`src/rtl/spi_wr_pkg.sv`:
```
// spi_wr_pkg: shared widths and the buffered write-entry type
// used by the SPI write-command buffer and its storage array.
package spi_wr_pkg;

    localparam int ADDR_W = 24;
    localparam int DATA_W = 32;

    typedef struct packed {
        logic [ADDR_W-1:0] addr;
        logic [DATA_W-1:0] data;
    } wr_entry_t;

    localparam int ENTRY_W = $bits(wr_entry_t);

endpackage

```
`src/rtl/spi_wr_buffer_mem.sv`:
```
// spi_wr_buffer_mem: DEPTH x wr_entry_t storage, one write port,
// one asynchronous read port; no reset on the contents.
module spi_wr_buffer_mem
    import spi_wr_pkg::*;
#(
    parameter int DEPTH = 8
) (
    input  logic                       clk_i,
    input  logic                       we_i,
    input  logic [$clog2(DEPTH)-1:0]   waddr_i,
    input  logic [ENTRY_W-1:0]         wdata_i,
    input  logic [$clog2(DEPTH)-1:0]   raddr_i,
    output logic [ENTRY_W-1:0]         rdata_o
);

    logic [ENTRY_W-1:0] mem_q [DEPTH];

    always_ff @(posedge clk_i) begin
        if (we_i) begin
            mem_q[waddr_i] <= wdata_i;
        end
    end

    assign rdata_o = mem_q[raddr_i];

endmodule

```
`src/rtl/spi_wr_buffer.sv`:
```
// spi_wr_buffer: DEPTH-entry show-ahead FIFO between the SPI write receiver
// and the bus. Define SPI_WR_BUFFER_STATS_EN to add accept/drop counters.
module spi_wr_buffer
    import spi_wr_pkg::*;
#(
    parameter int DEPTH = 8
) (
    input  logic                     clk_i,
    input  logic                     arst_i,
    input  logic                     wr_en_i,
    input  logic [ADDR_W-1:0]        wr_address_i,
    input  logic [DATA_W-1:0]        wr_data_i,
    output logic                     m_valid_o,
    input  logic                     m_ready_i,
    output logic [ADDR_W-1:0]        m_address_o,
    output logic [DATA_W-1:0]        m_data_o,
    output logic [$clog2(DEPTH):0]   level_o,
    output logic                     overflow_o,
    input  logic                     ovf_clr_i
`ifdef SPI_WR_BUFFER_STATS_EN
    ,
    output logic [31:0]              accepted_cnt_o,
    output logic [15:0]              dropped_cnt_o
`endif
);

    localparam int PTR_W = $clog2(DEPTH);
    localparam int LVL_W = PTR_W + 1;

    logic [PTR_W-1:0] wr_ptr_q, wr_ptr_d;
    logic [PTR_W-1:0] rd_ptr_q, rd_ptr_d;
    logic [LVL_W-1:0] level_q, level_d;
    logic [LVL_W-1:0] mem_cnt;
    logic             valid_q, valid_d;
    logic             ovf_q, ovf_d;
    wr_entry_t        head_q, head_d;
    wr_entry_t        wr_entry, rd_entry;
    logic             push, pop, drop, load, mem_we;

    assign wr_entry = '{addr: wr_address_i, data: wr_data_i};
    assign pop      = valid_q & m_ready_i;
    assign push     = wr_en_i & ((level_q < LVL_W'(DEPTH)) | pop);
    assign drop     = wr_en_i & ~push;
    assign load     = ~valid_q | pop;
    // level_o counts the head register too; the array holds the rest.
    assign mem_cnt  = level_q - LVL_W'(valid_q);

    always_comb begin
        wr_ptr_d = wr_ptr_q;
        rd_ptr_d = rd_ptr_q;
        valid_d  = valid_q;
        head_d   = head_q;
        level_d  = level_q + LVL_W'(push) - LVL_W'(pop);
        ovf_d    = drop | (ovf_q & ~ovf_clr_i);
        mem_we   = push;
        if (load) begin
            if (mem_cnt != '0) begin
                head_d   = rd_entry;
                rd_ptr_d = rd_ptr_q + 1'b1;
                valid_d  = 1'b1;
            end else if (push) begin
                head_d   = wr_entry;
                valid_d  = 1'b1;
                mem_we   = 1'b0;
            end else begin
                valid_d  = 1'b0;
            end
        end
        if (mem_we) begin
            wr_ptr_d = wr_ptr_q + 1'b1;
        end
    end

    always_ff @(posedge clk_i or posedge arst_i) begin
        if (arst_i) begin
            wr_ptr_q <= '0;
            rd_ptr_q <= '0;
            level_q  <= '0;
            valid_q  <= 1'b0;
            ovf_q    <= 1'b0;
            head_q   <= '0;
        end else begin
            wr_ptr_q <= wr_ptr_d;
            rd_ptr_q <= rd_ptr_d;
            level_q  <= level_d;
            valid_q  <= valid_d;
            ovf_q    <= ovf_d;
            head_q   <= head_d;
        end
    end

    spi_wr_buffer_mem #(
        .DEPTH (DEPTH)
    ) u_mem (
        .clk_i   (clk_i),
        .we_i    (mem_we),
        .waddr_i (wr_ptr_q),
        .wdata_i (wr_entry),
        .raddr_i (rd_ptr_q),
        .rdata_o (rd_entry)
    );

    assign m_valid_o   = valid_q;
    assign m_address_o = head_q.addr;
    assign m_data_o    = head_q.data;
    assign level_o     = level_q;
    assign overflow_o  = ovf_q;

`ifdef SPI_WR_BUFFER_STATS_EN
    logic [31:0] accepted_cnt_q, accepted_cnt_d;
    logic [15:0] dropped_cnt_q, dropped_cnt_d;

    // A clear coinciding with a drop restarts the drop count at one.
    always_comb begin
        accepted_cnt_d = accepted_cnt_q;
        if (push && accepted_cnt_q != '1) begin
            accepted_cnt_d = accepted_cnt_q + 32'd1;
        end
        dropped_cnt_d = ovf_clr_i ? '0 : dropped_cnt_q;
        if (drop && dropped_cnt_d != '1) begin
            dropped_cnt_d = dropped_cnt_d + 16'd1;
        end
    end

    always_ff @(posedge clk_i or posedge arst_i) begin
        if (arst_i) begin
            accepted_cnt_q <= '0;
            dropped_cnt_q  <= '0;
        end else begin
            accepted_cnt_q <= accepted_cnt_d;
            dropped_cnt_q  <= dropped_cnt_d;
        end
    end

    assign accepted_cnt_o = accepted_cnt_q;
    assign dropped_cnt_o  = dropped_cnt_q;
`endif

endmodule

```
`config.mk`:
```
export PLATFORM = sky130hd
export DESIGN_NAME = spi_wr_buffer
export DESIGN_NICKNAME = d
export VERILOG_FILES = /design/src/rtl/spi_wr_pkg.sv /design/src/rtl/spi_wr_buffer_mem.sv /design/src/rtl/spi_wr_buffer.sv
export SDC_FILE = /design/constraint.sdc
export NUM_CORES = 1
export LEC_CHECK = 0
export CORE_UTILIZATION = 35
export CTS_BUF_LIST = sky130_fd_sc_hd__clkbuf_16
export CTS_CLUSTER_SIZE = 20
export DETAILED_ROUTE_END_ITERATION = 10
export GPL_TIMING_DRIVEN = 1
export HOLD_SLACK_MARGIN = 0.15
export PLACE_DENSITY = 0.55
export SLEW_MARGIN = 0
export SYNTH_ARGS = -nofsm -noshare
export SYNTH_HDL_FRONTEND = slang
export SYNTH_SLANG_ARGS = --single-unit
```
`constraint.sdc`:
```
create_clock -name clk_i -period 20.8 [get_ports clk_i]
set_input_delay 6.24 -clock clk_i [delete_from_list [all_inputs] [get_ports clk_i]]
set_output_delay 6.24 -clock clk_i [all_outputs]
set_load 0.01 [all_outputs]
```
==> results.json <==
{
  "place_ws_ns": 11.71,
  "dpl.cell_count": 1831,
  "hp-class": "flop to flop",
  "p_leak_nw": 8.03,
  "num-fill-cells": 4899,
  "postSynthCellCount": 986,
  "cp_slowest_cell": "buf_4",
  "cp-end-kind": "flop",
  "internal_power_w": 0.00238,
  "rsz0062_at_grt": "false",
  "drive_above_1_share": 0.246,
  "synth_seq_cells": 516,
  "initial_utilization": 0.355,
  "hold_depth": 2,
  "fin_tns_setup_ns": 0,
  "die_h_um": 241,
  "combPwrFrac": 0.281,
  "die_x_um": 241,
  "vias_per_cell": 5.08,
  "worst_slew_pin_slew_ns": 1.00,
  "timing.final.hold_violations": 0,
  "grt_pass1_wl_um": 68200,
  "cap_violations": 0,
  "critPathBufInv": 4,
  "p_clk_frac": 0.278,
  "grt_pass1_vias": 10400,
  "synth-edff-count": 448,
  "nNetsFinal": 1202,
  "slew_headroom": 0.333,
  "synthDistinctLibCells": 42,
  "ir_worst_vdd_mv": 0.0639,
  "fmax_mhz": 118,
  "ant_nets": 0,
  "synth_ff_type": "edfxtp_1",
  "clock_latency_ns": 0.60,
  "regArea_sq_um": 15200,
  "drc_errors": 0,
  "setup.worst_path.start_class": "input port",
  "syn-num-nets": 1057,
  "syn_to_final_growth_pct": 19.6,
  "cts_tree": "built",
  "grt-ovfl-total": 0,
  "clockBufferDepth": 3,
  "pwr-share-seq": 0.441,
  "clock_sinks": 516,
  "ios": 123,
  "antennaDiodeCount": 0,
  "io_buffers": 122,
  "place_congestion": 0.705,
  "dpl.hpwl_um": 23700,
  "wl_per_cell_um": 23.7,
  "cellPowerDensity_nw_per_um2": 140,
  "die-area_sq_um": 58200,
  "period_minus_slack_ns": 8.48,
  "cp_cell_sequence": "clkdlybuf4s50_1 > nor2b_4 > buf_4 > a211o_1 > a211oi_4 > buf_4 > inv_2 > o221a_2",
  "status": "completed",
  "finalSetupViolCount": 0,
  "cp.depth": 8,
  "hold_buffers": 0,
  "rows": 87,
  "synthArstFlopShare": 0.132,
  "path_max_fanout": 57,
  "grt_usage": 0.162,
  "cts_resized": 0,
  "yosys_warnings": 0,
  "drtPass1Iterations": 5,
  "crit_type": "input port to flop",
  "yosysSeqAreaShare": 0.756,
  "vias": 9827,
  "avgSynthCellArea_sq_um": 20.3,
  "finalCritPeriodShare": 0.408,
  "p_sw_w": 0.000981,
  "core-area_sq_um": 56500,
  "finClkSkew_ns": 0.0172,
  "reg2regPathDepth": 6,
  "grt_start_max_net_pins": 60,
  "post-cts-setup-buffer-count": 0,
  "maxSlewViolCount": 0,
  "clock-root-buffer": "clkbuf_16",
  "swShare": 0.292,
  "critical_path_arrival_ns": 8.96,
  "drt_iter0_markers": 751,
  "setup_ws_ns": 12.32,
  "multi_input_area_sq_um": 4670,
  "numCtsBuffers": 54,
  "clkSlewWorstSetupHoldPaths_ns": 0.06,
  "crit_path_frequent_cell": "buf_4",
  "slowest_delay_ns": 0.71,
  "ff2ff_setup_slack_ns": 17.03,
  "synth.cell_area_sq_um": 20000,
  "required_ns": 21.29,
  "antenna_found_initial": 4,
  "routed_wl_um": 45900,
  "htree_levels": 2,
  "finalNonFillerCells": 1933,
  "crit_family": "buffers and inverters"
}
-- routing by layer --
metal	global-route usage	share of wire	vias to the layer above
met5	0	0.0012	-
met4	0.0456	0.017	8
li1	-	-	4320
met1	0.224	0.45	5242
met2	0.264	0.49	197
met3	0.0286	0.044	60
-- worst min-delay path: cells and delay by family (launching register included) --
family	cells	cell delay, ns
DFF	1	0.33
and+or+nand+nor	1	0.06
AOI/OAI and AO/OA	1	0.08
-- kinds of logic (layout without fill, tap and decap cells) --
logic type,after synthesis,after routing,share of synthesized area
DFF,516,516,0.756
muxes,171,171,0.159
AOI/OAI and AO/OA,123,123,0.0408
and+or+nand+nor,87,87,0.0195
buffers and inverters,71,262,0.0145
adders and majority gates,10,10,0.00662
xor gates and xnor gates,8,8,0.00350
-- synthesized netlist by cell type, types with 3 or more instances --
cell type	n	area share
buf_1	8	0.0015
buf_2	19	0.0047
nor3_1	4	0.0010
xor2_1	3	0.0013
dfrtp_1	68	0.085
mux4_2	112	0.13
nand2_1	62	0.012
edfxtp_1	448	0.67
clkbuf_1	31	0.0058
mux2i_1	4	0.0020
ha_1	9	0.0056
xnor2_1	5	0.0022
inv_1	12	0.0022
nor2_1	3	0.00056
o21ai_0	55	0.014
nor4_1	3	0.00094
o221a_2	3	0.0017
mux2_2	54	0.030
nand2b_1	4	0.0012
a22oi_1	53	0.020
-- sequential cells by signal, indices dropped and copies added, names as in the netlist --
name,cells
m_valid_o,1
m_data_o,32
m_address_o,24
u_mem.mem_q,448
overflow_o,1
level_o,4
wr_ptr_q,3
rd_ptr_q,3
-- final timing paths --
check | endpoint | startpoint
setup / recovery | m_data_o[12]$_DFFE_PP0P_ | m_ready_i
hold / removal | m_address_o[10]$_DFFE_PP0P_ | m_address_o[10]$_DFFE_PP0P_
setup reg to reg | m_address_o[12]$_DFFE_PP0P_ | rd_ptr_q[1]$_DFFE_PP0P_
hold reg to reg | m_address_o[10]$_DFFE_PP0P_ | m_address_o[10]$_DFFE_PP0P_
max in group asynchronous | rd_ptr_q[1]$_DFFE_PP0P_ | arst_i
min in group asynchronous | level_o[2]$_DFF_PP0_ | arst_i
-- cell type report --
| type | count | area share |
|---|---|---|
| repair buffers | 147 | 0.0588 |
| clock inverters | 48 | 0.0157 |
| clock buffers | 54 | 0.0564 |
| flip-flops and latches | 516 | 0.633 |
| multi-input cells | 399 | 0.195 |
| inverters | 13 | 0.00209 |
| well taps | 756 | 0.0395 |
-- layout by cell type, fill, tap and decap left out, drive strengths merged, types with 3 or more instances in the layout --
cell type      count
inv               28
nor3               4
edfxtp           448
clkbuf            54
nand2             62
xnor2              5
buf               25
bufinv             6
o221a              3
dfrtp             68
ha                 9
mux2i              4
clkdlybuf4s50    122
clkinv            26
a22oi             53
nor4               3
o21ai             56
xor2               3
mux2              55
nand2b             4
mux4             112
nor2               3
-- stage by stage --
stage / total power, W / hold slack [ns] / instance area [sq um] / util
2_1_floorplan: 0.00210 / 0.526 / 20000 / -
3_3_place_gp: 0.00246 / 0.499 / 22200 / 0.394
3_5_place_dp: 0.00247 / 0.497 / 22200 / 0.394
4_1_cts: 0.00342 / 0.512 / 24000 / 0.424
5_1_grt: 0.00353 / 0.527 / 24000 / 0.424
6_report: 0.00336 / 0.508 / 24000 / 0.424
-- power by group through the flow --
stage	clock (W)	sequential, W	combinational [W]
finish	0.000935	0.00148	0.000944
global route	0.000999	0.00151	0.00103
floorplan	0	0.00145	0.000653
CTS	0.000960	0.00149	0.000965
detailed placement	0	0.00151	0.000963
global placement	0	0.00150	0.000952
(Power assumes the default switching activity.)
